$ cat config.mk
export PLATFORM = sky130hd
export DESIGN_NAME = div_share_arbiter
export DESIGN_NICKNAME = d
export VERILOG_FILES = /design/src/rtl/div_share_arbiter.sv
export SDC_FILE = /design/constraint.sdc
export NUM_CORES = 1
export LEC_CHECK = 0
export ABC_AREA = 1
export CAP_MARGIN = 20
export CORE_AREA = 2 2 186 188
export DETAILED_ROUTE_END_ITERATION = 10
export DIE_AREA = 0 0 188 190
export GPL_TIMING_DRIVEN = 0
export PLACE_DENSITY = 0.6
export SLEW_MARGIN = 15
export SYNTH_ARGS = -nofsm -noshare
export SYNTH_HDL_FRONTEND = slang
export SYNTH_HIERARCHICAL = 1
export SYNTH_SLANG_ARGS = --single-unit
$ cat constraint.sdc
create_clock -name i_clk -period 5.6 [get_ports i_clk]
set_input_delay 1.12 -clock i_clk [delete_from_list [all_inputs] [get_ports i_clk]]
set_output_delay 1.12 -clock i_clk [all_outputs]
set_load 0.05 [all_outputs]
$ cat src/rtl/div_share_arbiter.sv
// div_share_arbiter: round-robin arbiter that shares one multi-cycle unsigned
// divider among NREQ requesters. It accepts one request at a time, runs the
// divider's start/done handshake, and answers the granted requester with a
// one-cycle response strobe.
// Optional feature macro: DIV_ARB_DBZ_BYPASS_EN. When defined, a zero divisor
// is answered directly, without using the divider.

// Protocol checker for the divider status lines.
module div_share_arbiter_chk (
  input logic i_clk,
  input logic i_rst,
  input logic i_div_done,
  input logic i_div_dbz,
  input logic i_div_valid
);
  // A completed non-zero divide must report a valid result.
  a_done_valid: assert property (@(posedge i_clk) disable iff (i_rst)
    (i_div_done && !i_div_dbz) |-> i_div_valid);
endmodule

module div_share_arbiter #(
  parameter int WIDTH = 32,
  parameter int NREQ  = 4,
  parameter int IDXW  = 2
) (
  input  logic                  i_clk,
  input  logic                  i_rst,
  input  logic [NREQ-1:0]       i_req_valid,
  output logic [NREQ-1:0]       o_req_ready,
  input  logic [NREQ*WIDTH-1:0] i_req_a,
  input  logic [NREQ*WIDTH-1:0] i_req_b,
  output logic [NREQ-1:0]       o_rsp_valid,
  output logic [IDXW-1:0]       o_rsp_idx,
  output logic [WIDTH-1:0]      o_rsp_quo,
  output logic [WIDTH-1:0]      o_rsp_rem,
  output logic                  o_rsp_dbz,
  output logic                  o_arb_busy,
  output logic                  o_div_start,
  output logic [WIDTH-1:0]      o_div_a,
  output logic [WIDTH-1:0]      o_div_b,
  input  logic                  i_div_busy,
  input  logic                  i_div_done,
  input  logic                  i_div_valid,
  input  logic                  i_div_dbz,
  input  logic [WIDTH-1:0]      i_div_val,
  input  logic [WIDTH-1:0]      i_div_rem
);

  typedef enum logic [1:0] {
    S_IDLE  = 2'd0,
    S_ISSUE = 2'd1,
    S_WAIT  = 2'd2
  } state_t;

  state_t            r_state;
  state_t            w_state_nxt;
  logic [IDXW-1:0]   r_ptr;
  logic [IDXW-1:0]   r_idx;
  logic [WIDTH-1:0]  r_div_a;
  logic [WIDTH-1:0]  r_div_b;
  logic [NREQ-1:0]   r_rsp_valid;
  logic [IDXW-1:0]   r_rsp_idx;
  logic [WIDTH-1:0]  r_rsp_quo;
  logic [WIDTH-1:0]  r_rsp_rem;
  logic              r_rsp_dbz;

  logic              w_found;
  logic              w_hit;
  logic [IDXW:0]     w_sum;
  logic [IDXW:0]     w_cand;
  logic [IDXW-1:0]   w_grant_idx;
  logic [NREQ-1:0]   w_grant_oh;
  logic [WIDTH-1:0]  w_grant_a;
  logic [WIDTH-1:0]  w_grant_b;
  logic [IDXW-1:0]   w_ptr_nxt;
  logic              w_accept;
  logic              w_bypass;
  logic              w_div_done_wait;

  // Round-robin search starting at r_ptr, wrapping modulo NREQ.
  always_comb begin
    w_found     = 1'b0;
    w_hit       = 1'b0;
    w_sum       = {(IDXW+1){1'b0}};
    w_cand      = {(IDXW+1){1'b0}};
    w_grant_idx = {IDXW{1'b0}};
    for (int k = 0; k < NREQ; k++) begin
      w_sum       = {1'b0, r_ptr} + (IDXW+1)'(k);
      w_cand      = (w_sum >= (IDXW+1)'(NREQ)) ? (w_sum - (IDXW+1)'(NREQ)) : w_sum;
      w_hit       = !w_found && i_req_valid[w_cand[IDXW-1:0]];
      w_grant_idx = w_hit ? w_cand[IDXW-1:0] : w_grant_idx;
      w_found     = w_found | w_hit;
    end
  end

  // Operand select for the winning requester.
  always_comb begin
    w_grant_a = {WIDTH{1'b0}};
    w_grant_b = {WIDTH{1'b0}};
    for (int j = 0; j < NREQ; j++) begin
      w_grant_a = (IDXW'(j) == w_grant_idx) ? i_req_a[j*WIDTH +: WIDTH] : w_grant_a;
      w_grant_b = (IDXW'(j) == w_grant_idx) ? i_req_b[j*WIDTH +: WIDTH] : w_grant_b;
    end
  end

  assign w_grant_oh = w_found ? ({{(NREQ-1){1'b0}}, 1'b1} << w_grant_idx) : {NREQ{1'b0}};
  assign w_ptr_nxt  = (w_grant_idx == IDXW'(NREQ-1)) ? {IDXW{1'b0}}
                                                       : (w_grant_idx + {{(IDXW-1){1'b0}}, 1'b1});
  assign w_accept   = |(i_req_valid & o_req_ready);
  // Divider completion only counts while a divide is outstanding.
  assign w_div_done_wait = (r_state == S_WAIT) && i_div_done;

`ifdef DIV_ARB_DBZ_BYPASS_EN
  assign w_bypass = (w_grant_b == {WIDTH{1'b0}});
`else
  assign w_bypass = 1'b0;
`endif

  // State register.
  always_ff @(posedge i_clk or posedge i_rst) begin
    if (i_rst) begin
      r_state <= S_IDLE;
    end else begin
      r_state <= w_state_nxt;
    end
  end

  // Next-state logic: grant, issue once the divider is free, wait for done.
  always_comb begin
    w_state_nxt = r_state;
    case (r_state)
      S_IDLE: begin
        if (w_accept && !w_bypass) begin
          w_state_nxt = S_ISSUE;
        end else begin
          w_state_nxt = S_IDLE;
        end
      end
      S_ISSUE: begin
        if (i_div_busy) begin
          w_state_nxt = S_ISSUE;
        end else begin
          w_state_nxt = S_WAIT;
        end
      end
      S_WAIT: begin
        if (i_div_done) begin
          w_state_nxt = S_IDLE;
        end else begin
          w_state_nxt = S_WAIT;
        end
      end
      default: w_state_nxt = S_IDLE;
    endcase
  end

  // State-decoded outputs: grant only in IDLE, start pulse while issuing.
  always_comb begin
    o_req_ready = {NREQ{1'b0}};
    o_div_start = 1'b0;
    o_arb_busy  = 1'b0;
    case (r_state)
      S_IDLE: begin
        o_req_ready = i_rst ? {NREQ{1'b0}} : w_grant_oh;
      end
      S_ISSUE: begin
        o_arb_busy  = 1'b1;
        o_div_start = !i_div_busy;
      end
      S_WAIT: begin
        o_arb_busy  = 1'b1;
      end
      default: begin
        o_arb_busy  = 1'b0;
      end
    endcase
  end

  // Request latch, pointer rotation and response registers.
  always_ff @(posedge i_clk or posedge i_rst) begin
    if (i_rst) begin
      r_ptr       <= {IDXW{1'b0}};
      r_idx       <= {IDXW{1'b0}};
      r_div_a     <= {WIDTH{1'b0}};
      r_div_b     <= {WIDTH{1'b0}};
      r_rsp_valid <= {NREQ{1'b0}};
      r_rsp_idx   <= {IDXW{1'b0}};
      r_rsp_quo   <= {WIDTH{1'b0}};
      r_rsp_rem   <= {WIDTH{1'b0}};
      r_rsp_dbz   <= 1'b0;
    end else begin
      r_rsp_valid <= {NREQ{1'b0}};
      if (w_accept) begin
        r_idx   <= w_grant_idx;
        r_div_a <= w_grant_a;
        r_div_b <= w_grant_b;
        r_ptr   <= w_ptr_nxt;
        if (w_bypass) begin
          // Zero divisor answered locally: all-ones quotient, dividend as remainder.
          r_rsp_valid <= w_grant_oh;
          r_rsp_idx   <= w_grant_idx;
          r_rsp_quo   <= {WIDTH{1'b1}};
          r_rsp_rem   <= w_grant_a;
          r_rsp_dbz   <= 1'b1;
        end else begin
          r_rsp_dbz   <= r_rsp_dbz;
        end
      end else if (w_div_done_wait) begin
        // On divide-by-zero the divider's data outputs are stale; return zeros.
        r_rsp_valid <= {{(NREQ-1){1'b0}}, 1'b1} << r_idx;
        r_rsp_idx   <= r_idx;
        r_rsp_quo   <= i_div_dbz ? {WIDTH{1'b0}} : i_div_val;
        r_rsp_rem   <= i_div_dbz ? {WIDTH{1'b0}} : i_div_rem;
        r_rsp_dbz   <= i_div_dbz;
      end else begin
        r_ptr <= r_ptr;
      end
    end
  end

  assign o_rsp_valid = r_rsp_valid;
  assign o_rsp_idx   = r_rsp_idx;
  assign o_rsp_quo   = r_rsp_quo;
  assign o_rsp_rem   = r_rsp_rem;
  assign o_rsp_dbz   = r_rsp_dbz;
  assign o_div_a     = r_div_a;
  assign o_div_b     = r_div_b;

  div_share_arbiter_chk u_chk (
    .i_clk       (i_clk),
    .i_rst       (i_rst),
    .i_div_done  (i_div_done),
    .i_div_dbz   (i_div_dbz),
    .i_div_valid (i_div_valid)
  );

endmodule

# Word-level counts from Yosys, hierarchy flattened
# Index checks and enable logic that the tools add are counted.
# W data, S select, Z words.
[totals] word_cells=90 input_bits=330 ff_bits=141
[classes] reduce_logical=13 shifts=2 magnitude_cmp=8 bitwise_logic=5 add_sub_neg=8 mux=38 n_eq_ne=6
[op_table] op="$mux W32" count=10
[op_table] op="$mux W2" count=11
[op_table] op="$mux W4" count=5
[op_table] op="$lt A2 B3 Y1 const B" count=4
[op_table] op="$ge A3 B3 Y1 const B" count=3
[op_table] op="$bmux W1 S2" count=4
[op_table] op="$shl A1 B2 Y4 const A" count=2
[op_table] op="$sub A2 B1 Y2 const B" count=4
[op_table] op="$mux W1" count=7
[op_table] op="$add A2 B2 Y3 const B" count=2
[op_table] op="$pmux W2 S3" count=1
[op_table] op="$and A4 B4 Y4" count=1
[op_table] op="$eq A2 B2 Y1 const A" count=2
[op_table] op="$eq A2 B2 Y1 const B" count=2
[op_table] op="$logic_and A1 B1 Y1" count=4
[op_table] op="$logic_not A1 Y1" count=4
[op_table] op="$logic_not A2 Y1" count=2
[op_table] op="$reduce_or A4 Y1" count=1
[op_table] op="$add A2 B1 Y3 const B" count=1
[op_table] op="$ge A2 B3 Y1 const B" count=1
[op_table] op="$or A1 B1 Y1" count=3
[op_table] op="$add A2 B1 Y2 const B" count=1
[op_table] op="$eq A1 B2 Y1 const A" count=1
[op_table] op="$eq A2 B1 Y1 const B" count=1
[op_table] op="other kinds (3)" count=3

# Depth between registers and ports, before layout
# Gate-level depths: netlist (run 1).
[depth] depth_word=21 mapped_depth=22 depth_no_buf=19

# Worst setup path before layout (run 1)
# No wires, ideal clock.
[synth_timing] kind="input -> output" from="input port i_rst" to="output port o_req_ready[0]" arrival_ns=5.105 setup_slack_ns=-0.625 stages=5 path_cell_list="inv_1 > nand2_1 > nor2_1 > nand2_1 > inv_1"
[synth_via] elab_chain_len=2
[synth_rtl] item="from (decl)" line="27" text="input logic i_rst,"
[synth_rtl] item="$mux W4" line="164" text="o_req_ready = i_rst ? {NREQ{1'b0}} : w_grant_oh;"
[synth_rtl] item="$mux W4" line="162" text="case (r_state)"
[synth_rtl] item="to (decl)" line="29" text="output logic [NREQ-1:0] o_req_ready,"
# Every way passes these cells.

# Final worst setup path (run 1)
[layout_timing] from="input port i_req_valid[0]" to="output port o_req_ready[3]"
[layout_via] elab_chain_len=15
[layout_rtl] item="from (decl)" line="28" text="input logic [NREQ-1:0] i_req_valid,"
[layout_rtl] item="$bmux W1 S2" line="90" text="w_hit = !w_found && i_req_valid[w_cand[IDXW-1:0]];"
[layout_rtl] item="$mux W1 (not written as such)" line="90"
[layout_rtl] item="$logic_not A1 Y1" line="90"
[layout_rtl] item="$logic_and A1 B1 Y1" line="90"
[layout_rtl] item="$or A1 B1 Y1" line="92" text="w_found = w_found | w_hit;"
[layout_rtl] item="$logic_not A1 Y1" line="90"
[layout_rtl] item="$logic_and A1 B1 Y1" line="90"
[layout_rtl] item="$or A1 B1 Y1" line="92"
[layout_rtl] item="$logic_not A1 Y1" line="90"
[layout_rtl] item="$logic_and A1 B1 Y1" line="90"
[layout_rtl] item="$mux W2 (*)" line="91" text="w_grant_idx = w_hit ? w_cand[IDXW-1:0] : w_grant_idx;"
[layout_rtl] item="net w_grant_idx[0]" line="71" text="logic [IDXW-1:0] w_grant_idx;"
[layout_rtl] item="$shl A1 B2 Y4 (*)" line="106" text="assign w_grant_oh = w_found ? ({{(NREQ-1){1'b0}}, 1'b1} << w_grant_idx) : {NREQ{1'b0}};"
[layout_rtl] item="$mux W4 (*)" line="106"
[layout_rtl] item="$mux W4 (*)" line="164"
[layout_rtl] item="$mux W4 (*)" line="162"
# Mark *: on every way through the listed nets, which the timed path passes. The rest lies on a longest branch. The select of a mux whose other input is x is not followed.

==> results of run 1 <==
==> cell families (layout without fill, tap and decap cells) <==
logic type | Yosys count | after routing | share of synthesized area
AND/OR/NAND/NOR | 717 | 717 | 0.349
AO/OA/AOI/OAI | 201 | 201 | 0.121
buffers and inverters | 183 | 684 | 0.0968
flip-flops | 141 | 141 | 0.421
adder cells (fa/ha/maj) | 8 | 8 | 0.0120
other | 0 | 5 | 0
==> placed cells by master (no fill, tap or decap), drive strengths merged <==
| master | Yosys | layout |
|---|---|---|
| clkinv | 1 | 5 |
| a21oi | 66 | 66 |
| clkdlybuf4s50 | 0 | 468 |
| o21ai | 132 | 132 |
| ha | 8 | 8 |
| o211ai | 1 | 1 |
| o21ba | 1 | 1 |
| dfrtp | 141 | 141 |
| bufinv | 0 | 5 |
| clkinvlp | 0 | 2 |
| buf | 32 | 36 |
| nand3b | 1 | 1 |
| nor2 | 75 | 75 |
| clkbuf | 61 | 79 |
| nand2 | 496 | 496 |
| nand4 | 3 | 3 |
| and2 | 1 | 1 |
| nor3 | 1 | 1 |
| diode | 0 | 5 |
| o21a | 1 | 1 |
| inv | 89 | 89 |
| nand3 | 140 | 140 |
==> per-stage QoR <==
| stage | hold WS [ps] | util | power [mW] |
|---|---|---|---|
| 2_1_floorplan | 446 | - | 6.89 |
| 3_3_place_gp | 453 | 0.402 | 9.71 |
| 3_5_place_dp | 457 | 0.404 | 9.76 |
| 4_1_cts | 474 | 0.422 | 11.1 |
| 5_1_grt | 492 | 0.423 | 11.8 |
| 6_report | 470 | 0.423 | 10.9 |
==> cell type report <==
type,instances,area share
timing repair buffer,472,0.332
sequential,141,0.246
clock buffer,18,0.0299
tap,455,0.0397
inverter,90,0.0240
buffer,93,0.0328
multi-input combinational,926,0.281
antenna,5,0.000872
clock inverter,11,0.0135
==> final timing paths <==
kind / start / to / slack, ps / cells after the start
worst min register to register: o_rsp_quo[30] / o_rsp_quo[30] / 470 / 2
min in group asynchronous: i_rst / o_rsp_rem[6] / 1080 / 2
worst min-delay path: o_rsp_quo[30] / o_rsp_quo[30] / 470 / 2
worst max-delay path: i_req_valid[0] / o_req_ready[3] / 450 / 15
worst max register to register: r_ptr[1] / o_div_a[15] / 1370 / 16
max in group asynchronous: i_rst / o_div_b[26] / 3500 / 5
==> flip-flops by register name (all words and copies together) (netlist names) <==
signal	count
r_state	2
o_rsp_valid	4
o_rsp_dbz	1
r_idx	2
o_div_b	32
o_div_a	32
o_rsp_idx	2
o_rsp_rem	32
r_ptr	2
o_rsp_quo	32
==> metal layers <==
| metal | global-route usage | vias up |
|---|---|---|
| li1 | - | 4951 |
| met1 | 0.235 | 4669 |
| met2 | 0.386 | 404 |
| met3 | 0.0457 | 45 |
| met4 | 0.0878 | 0 |
| met5 | 0 | - |
==> cells in the mapped netlist, types with 3 or more instances <==
master,count,area share
a21oi_1,66,0.039
buf_1,8,0.0036
buf_2,4,0.0024
buf_4,9,0.0081
buf_6,11,0.015
clkbuf_1,61,0.027
dfrtp_1,141,0.42
ha_1,8,0.012
inv_1,88,0.039
nand2_1,492,0.22
nand2_2,4,0.0030
nand3_1,139,0.083
nand4_1,3,0.0022
nor2_1,73,0.033
o21ai_0,132,0.079
==> report_power, final <==
part	total [mW]	switching (mW)	internal (mW)	leakage, nW
clock network	1.24	0.458	0.784	0.302
logic	7.95	5.47	2.48	4.60
registers	1.76	0.260	1.50	1.83
total	10.9	6.19	4.76	6.74
==> worst min-delay path: cells and delay by family, from the launching register on <==
family | cells | cell delay [ps]
DFF | 1 | 340
and+or+nand+nor | 2 | 100
==> out/results.tsv, run 1 <==
stage	metric	value	unit
critical_path	CP Cell Sequence	clkdlybuf4s50_1 > nand2_1 > nand2_1 > nand2_1 > and2_1 > nand3b_1 > nand2_1 > nand2_1 > inv_1 > ha_1 > inv_1 > nor2_1 > nand2_1 > inv_1 > clkdlybuf4s50_1	
layout	register area	3530	sq um
timing	setup slack after layout	453	ps
drt	met3 wire len	2420	microns
layout	Layout Cell Area excl Fill	14300	sq um
layout	fillers	3493	
drt	Vias	10100	
clock_tree	cts bufs inserted	17	
critical_path	Crit Path Max Fanout	4	
logic_synthesis	Async SR Flop Fraction	1.00	
global_route	global-route wire length before repair	57000	microns
clock_tree	worst skew pair latency	430	ps
logic_synthesis	Syn Std Cell Area	8370	sq um
global_route	antenna violations before repair	5	
layout	Non-Filler Instances	2211	
layout	layout overhead on the synthesized area	71.3	%
timing	Worst slew margin	0.373	
timing	final hold vios	0	
critical_path	most frequent CP cell	nand2_1	
placement	pre-CTS setup slack	36.8	ps
placement	PortBufs	468	
layout	fin nets	2079	
layout	share of cells above drive strength 1	0.0377	
timing	Max Fclk	0.194	GHz
critical_path	CP max stage delay	800	ps
placement	routability-driven placement congestion ratio	0.882	
drt	routed wire length	38700	microns
logic_synthesis	syn_area_per_cell	6.70	sq um
drt	Detail Route met2 WL	20100	microns
critical_path	Setup crit end kind	output pin	
drt	routed len/inst	17.5	microns
floorplan	num rows	68	
floorplan	Starting Density	0.247	
power_and_ir_drop	cell area power density	763	nW/um^2
timing	final period utilization	0.919	
drt	wl on met1	15200	microns
drt	Pre-Repair DR Iteration Count	5	
critical_path	Worst Path Required	4480	ps
placement	Inst Count DP	2177	
clock_tree	clock sinks	141	
global_route	Tot GR Track Use	0.211	
timing	final setup fails	0	
clock_tree	CTS clk-pin slew, worst paths	60	ps
hold_path	Hold/Removal Path Class	reg -> reg	
placement	Detailed Place HPWL	30700	microns
global_route	largest net degree at the start of global routing	35	
critical_path	WP data arrival	4030	ps
drt	drc violations	0	
logic_synthesis	Synth Instances	1250	
power_and_ir_drop	Pleak	6.74	nW
drt	highest metal used	met4	
floorplan	Vert. Die Dim	190	microns
placement	placed cell area	13700	sq um
logic_synthesis	Yosys cell types	25	
floorplan	Top Ports	471	
logic_synthesis	Yosys warning count	6	
timing	Clock Skew	13.4	ps
timing	Final Critical Period	5150	ps
floorplan	die footprint	35700	sq um
critical_path	Worst path top cell family by delay	buffers and inverters	
clock_tree	Root Driver	clkbuf_16	
global_route	vias in the first global route	9952	
critical_path	critical path class	in -> out	
logic_synthesis	Synth Flop Type	dfrtp_1	
timing	Slew Limit Fails	0	
clock_tree	post-CTS resize count	0	
drt	Iteration-0 DRC Markers	489	
clock_tree	CTS Hold Bufs	0	
job	Max-Cap Viols	0	
clock_tree	H-tree Lvls	4	
clock_tree	CTS tree	done	
logic_synthesis	syn_nets	1588	
clock_tree	deepest clock path buffer count	2	
timing	setup tns final	0	ps
layout	multi-input logic area	4040	sq um
drt	post-DR vias/cell	4.55	
global_route	grt total ovfl	0	
clock_tree	Setup Buffers After CTS	0	
critical_path	worst path bufs/invs	5	
floorplan	Die X	188	microns
logic_synthesis	Yosys reg bits	141	
power_and_ir_drop	peak supply drop	0.467	mV
outcome	status	finished, final reports clean	
timing	RSZ-0062 raised after global routing	no	
critical_path	Crit-path slowest cell	clkdlybuf4s50_1	
critical_path	Worst setup SP type	primary input	
logic_synthesis	register area share after synthesis	0.421	
logic_synthesis	EDFF count, synth	0	
drt	Antenna Violating Nets Remaining	0	
floorplan	core footprint	33900	sq um
timing	Least-Margin Pin Slew	941	ps
Note: power is estimated with default switching activity, not from simulation.
==> run 2, diff against run 1 <==
GPL_ROUTABILITY_DRIVEN = 1   (was not set)
==> results of run 2 <==
Same layout as run 1: the final DEF is identical, and so are final timing and power.
==> RTL change 1: new RTL, settings of run 1 <==
The option `DIV_ARB_DBZ_BYPASS_EN` is turned on by a define.
--- a/src/rtl/div_share_arbiter.sv
+++ b/src/rtl/div_share_arbiter.sv
@@ -7,4 +7,6 @@
 
 // Protocol checker for the divider status lines.
+`define DIV_ARB_DBZ_BYPASS_EN
+
 module div_share_arbiter_chk (
   input logic i_clk,
Behaviour: not the same (Yosys sat finds a counterexample within 4 cycles, from zero or initial values and one cycle with i_rst high).
==> RTL change 1 against run 1 <==
Die area unchanged; sequential cell count unchanged; global-route usage is 3.1 points higher; final area is 3.2% higher; power up 7.4%; wire length up 14%; count of clock-buffer cells in the layout up 3; setup slack got worse by 0.21 ns; fmax shrank 4.0%; synthesized area is 5.4% higher; worst hold slack better by 0.0051 ns; first-iteration DRC count is 9.2% higher.
==> RTL change 1: results (changes against run 1) <==
\begin{tabular}{lr}
\hline
Metric & Value \\
\hline
\multicolumn{2}{l}{\textbf{Logic synthesis}} \\
Mean instance size in the synthesized netlist & 6.65 um\^{}2 (-0.69\%) \\
Sequential share of the synthesized area & 40.0\% (-2.2 points) \\
Commonest cells post-synth & sky130\_fd\_sc\_hd\_\_nand2\_1, sky130\_fd\_sc\_hd\_\_dfrtp\_1, sky130\_fd\_sc\_hd\_\_nand3\_1 \\
Main area contributors after synthesis & sky130\_fd\_sc\_hd\_\_dfrtp\_1, sky130\_fd\_sc\_hd\_\_nand2\_1, sky130\_fd\_sc\_hd\_\_nand3\_1 \\
\multicolumn{2}{l}{\textbf{Setup path}} \\
Arrival time at the worst endpoint & 4.24 ns (+0.21 ns) \\
Terminus of the critical flop-to-flop path & o\_rsp\_rem[0] \\
Logic depth of the worst register-to-register path & 17 (+1) \\
Crit path max fanout & 27 (+23) \\
\multicolumn{2}{l}{\textbf{Global route}} \\
M3 GR Usage & 5.50\% (+0.92 points) \\
Overall global routing resource usage & 24.1\% (+3.1 points) \\
Wire length of the first global-routing pass & 65.0 mm (+14\%) \\
Via count of the first global-routing pass & 10800 (+8.7\%) \\
\multicolumn{2}{l}{\textbf{Place}} \\
\# placed instances & 2255 (+3.6\%) \\
Worst Setup Slack post-DPL & -1.58 ns (-1.62 ns) \\
HPWL after detailed placement & 36.1 mm (+18\%) \\
Global placement routability congestion & 0.908 (+3.0\%) \\
\multicolumn{2}{l}{\textbf{STA}} \\
Worst-case clock skew & 0.00792 ns (-0.00548 ns) \\
Final hold slack & 0.475 ns (+0.00508 ns) \\
Achievable clock frequency & 187 MHz (-4.0\%) \\
\multicolumn{2}{l}{\textbf{Route}} \\
M1 WL & 17.3 mm (+14\%) \\
Uppermost layer routed & met5 \\
Met3 routed WL & 3.16 mm (+31\%) \\
\multicolumn{2}{l}{\textbf{Run status}} \\
Result of the run & completed \\
\multicolumn{2}{l}{\textbf{Hold path}} \\
Endpoint, Worst Hold & o\_div\_b[15] \\
Worst hold path startpoint & o\_div\_b[15] \\
\multicolumn{2}{l}{\textbf{Layout}} \\
Layout Cells excl Fill & 2281 (+3.2\%) \\
Inserted Diodes & 0 (-5) \\
\multicolumn{2}{l}{\textbf{Power and ir drop}} \\
Power Density & 794 nW/um\^{}2 (+4.0\%) \\
Static Leakage & 7.17 nW (+6.5\%) \\
Combinational cell power & 8.74 mW (+9.9\%) \\
\hline
\end{tabular}
RTL change 1: cell types whose count changed after synthesis, sizes merged, moves of 30 or more:
cell / run 1 / this run
o21ai: 132 / 48
a221oi: 0 / 32
a21oi: 66 / 36
o31ai: 0 / 32
nand3: 140 / 107
nand2: 496 / 626
RTL change 1: cells by family after synthesis:
group / Yosys count / synth area share (%)
AOI/OAI and AO/OA: 150 / 10.9
DFF: 141 / 40.0
and+or+nand+nor: 873 / 40.4
adders and majority gates: 8 / 1.13
buffers and inverters: 155 / 7.64
RTL change 1: repair_timing:
action,4_1_cts,5_1_grt
setup endpoints to repair,3,45
endpoints found under the hold margin,0,0
setup buffers,0,0
resized for setup,6,10
RTL change 1: layout make-up:
cell class              instances  area (um^2)
repair buffers                473         4780
plain buffers                  89          435
clock inverters                10          161
multi-input cells            1031         4630
fillers                      3540        19100
flip-flops and latches        141         3530
clock buffers                  21          470
well taps                     455          569
inverters                      61          235
==> RTL change 2: new RTL, flow settings as in run 1 <==
Without the edit above. Re-encode `state_t` (3 states) as one-hot, 3 bits wide.
--- a/src/rtl/div_share_arbiter.sv
+++ b/src/rtl/div_share_arbiter.sv
@@ -47,8 +47,8 @@
 );
 
-  typedef enum logic [1:0] {
-    S_IDLE  = 2'd0,
-    S_ISSUE = 2'd1,
-    S_WAIT  = 2'd2
+  typedef enum logic [2:0] {
+    S_IDLE  = 3'b001,
+    S_ISSUE = 3'b010,
+    S_WAIT  = 3'b100
   } state_t;
 
Formal check against the unedited RTL: same outputs for any inputs over 4 cycles, from zero or initial values and one cycle with i_rst high; so few cycles prove little.
==> RTL change 2 against run 1 <==
Register-to-register slack got worse by 0.03 ns; setup slack got worse by 0.071 ns; wire length decreased by 5.9%; final area decreased by 3.1%; synthesized area decreased by 5.1%; global-route usage decreased by 1.4 points; die area unchanged; sequential cell count increased by 1; power decreased by 18%; largest power group unchanged.
==> RTL change 2: results (changes against run 1) <==
\begin{tabular}{lr}
\hline
Metric & Value \\
\hline
\multicolumn{2}{l}{\textbf{Setup path}} \\
Reg2reg setup slack & 1.34 ns (-0.03 ns) \\
Terminus of the critical flop-to-flop path & o\_div\_a[11] \\
R2R Path Start & r\_ptr[0] \\
Critical Path Source & i\_req\_valid[1] \\
Logic depth of the worst register-to-register path & 17 (+1) \\
\multicolumn{2}{l}{\textbf{Route}} \\
Pre-Repair DR Iteration Count & 4 (-1) \\
Number of vias in the routed layout & 9620 (-4.5\%) \\
Met3 routed WL & 2.51 mm (+3.9\%) \\
M1 WL & 14.5 mm (-4.7\%) \\
Iteration-0 DRC Markers & 428 (-12\%) \\
Amount of wire on met2 after detailed routing & 18.4 mm (-8.2\%) \\
\multicolumn{2}{l}{\textbf{STA}} \\
Transition time at the pin with the least slew margin & 0.910 ns (-0.0309 ns) \\
Final hold slack & 0.477 ns (+0.00755 ns) \\
Fraction of the cycle the final worst path needs & 93.2\% (+1.3 points) \\
Worst-case clock skew & 0.0124 ns (-0.000956 ns) \\
\multicolumn{2}{l}{\textbf{Power and ir drop}} \\
Static Leakage & 6.04 nW (-10\%) \\
\multicolumn{2}{l}{\textbf{Run status}} \\
Result of the run & completed \\
\multicolumn{2}{l}{\textbf{Global route}} \\
Overall global routing resource usage & 19.6\% (-1.4 points) \\
Initial antenna violation count & 1 (-4) \\
Wire length of the first global-routing pass & 53.9 mm (-5.4\%) \\
Pin count of the biggest net entering global routing & 37 (+5.7\%) \\
M3 GR Usage & 4.98\% (+0.41 points) \\
Via count of the first global-routing pass & 9507 (-4.5\%) \\
\multicolumn{2}{l}{\textbf{Place}} \\
HPWL after detailed placement & 29.2 mm (-4.7\%) \\
\multicolumn{2}{l}{\textbf{Logic synthesis}} \\
Mean instance size in the synthesized netlist & 7.04 um\^{}2 (+5.2\%) \\
Yosys cell types & 27 (+8.0\%) \\
Main area contributors after synthesis & sky130\_fd\_sc\_hd\_\_dfrtp\_1, sky130\_fd\_sc\_hd\_\_nand2\_1, sky130\_fd\_sc\_hd\_\_o21ai\_0 \\
\multicolumn{2}{l}{\textbf{Layout}} \\
Nets & 1954 (-6.0\%) \\
\hline
\end{tabular}
==> RTL change 2: layout make-up <==
class | instances | area [um^2]
well taps | 455 | 569
flip-flops and latches | 142 | 3550
clock buffers | 20 | 437
inverters | 24 | 93.8
diodes | 1 | 2.50
multi-input cells | 870 | 3890
plain buffers | 92 | 413
repair buffers | 473 | 4770
fillers | 3519 | 20100
clock inverters | 12 | 163
==> RTL change 2: where the power goes <==
part | total (mW) | internal [mW] | switching [mW]
Clock | 1.18 | 0.707 | 0.473
Combinational | 6.29 | 2.03 | 4.26
Sequential | 1.54 | 1.36 | 0.187
==> RTL change 2: cells by family (layout without fill, tap and decap cells) <==
group	count (synthesis)	in the layout	synth area share, %
AND/OR/NAND/NOR	531	531	27.1
AO/OA/AOI/OAI	335	335	21.2
flip-flops	142	142	44.7
buffers and inverters	116	621	6.33
adder cells (fa/ha/maj)	4	4	0.630
other	0	1	0
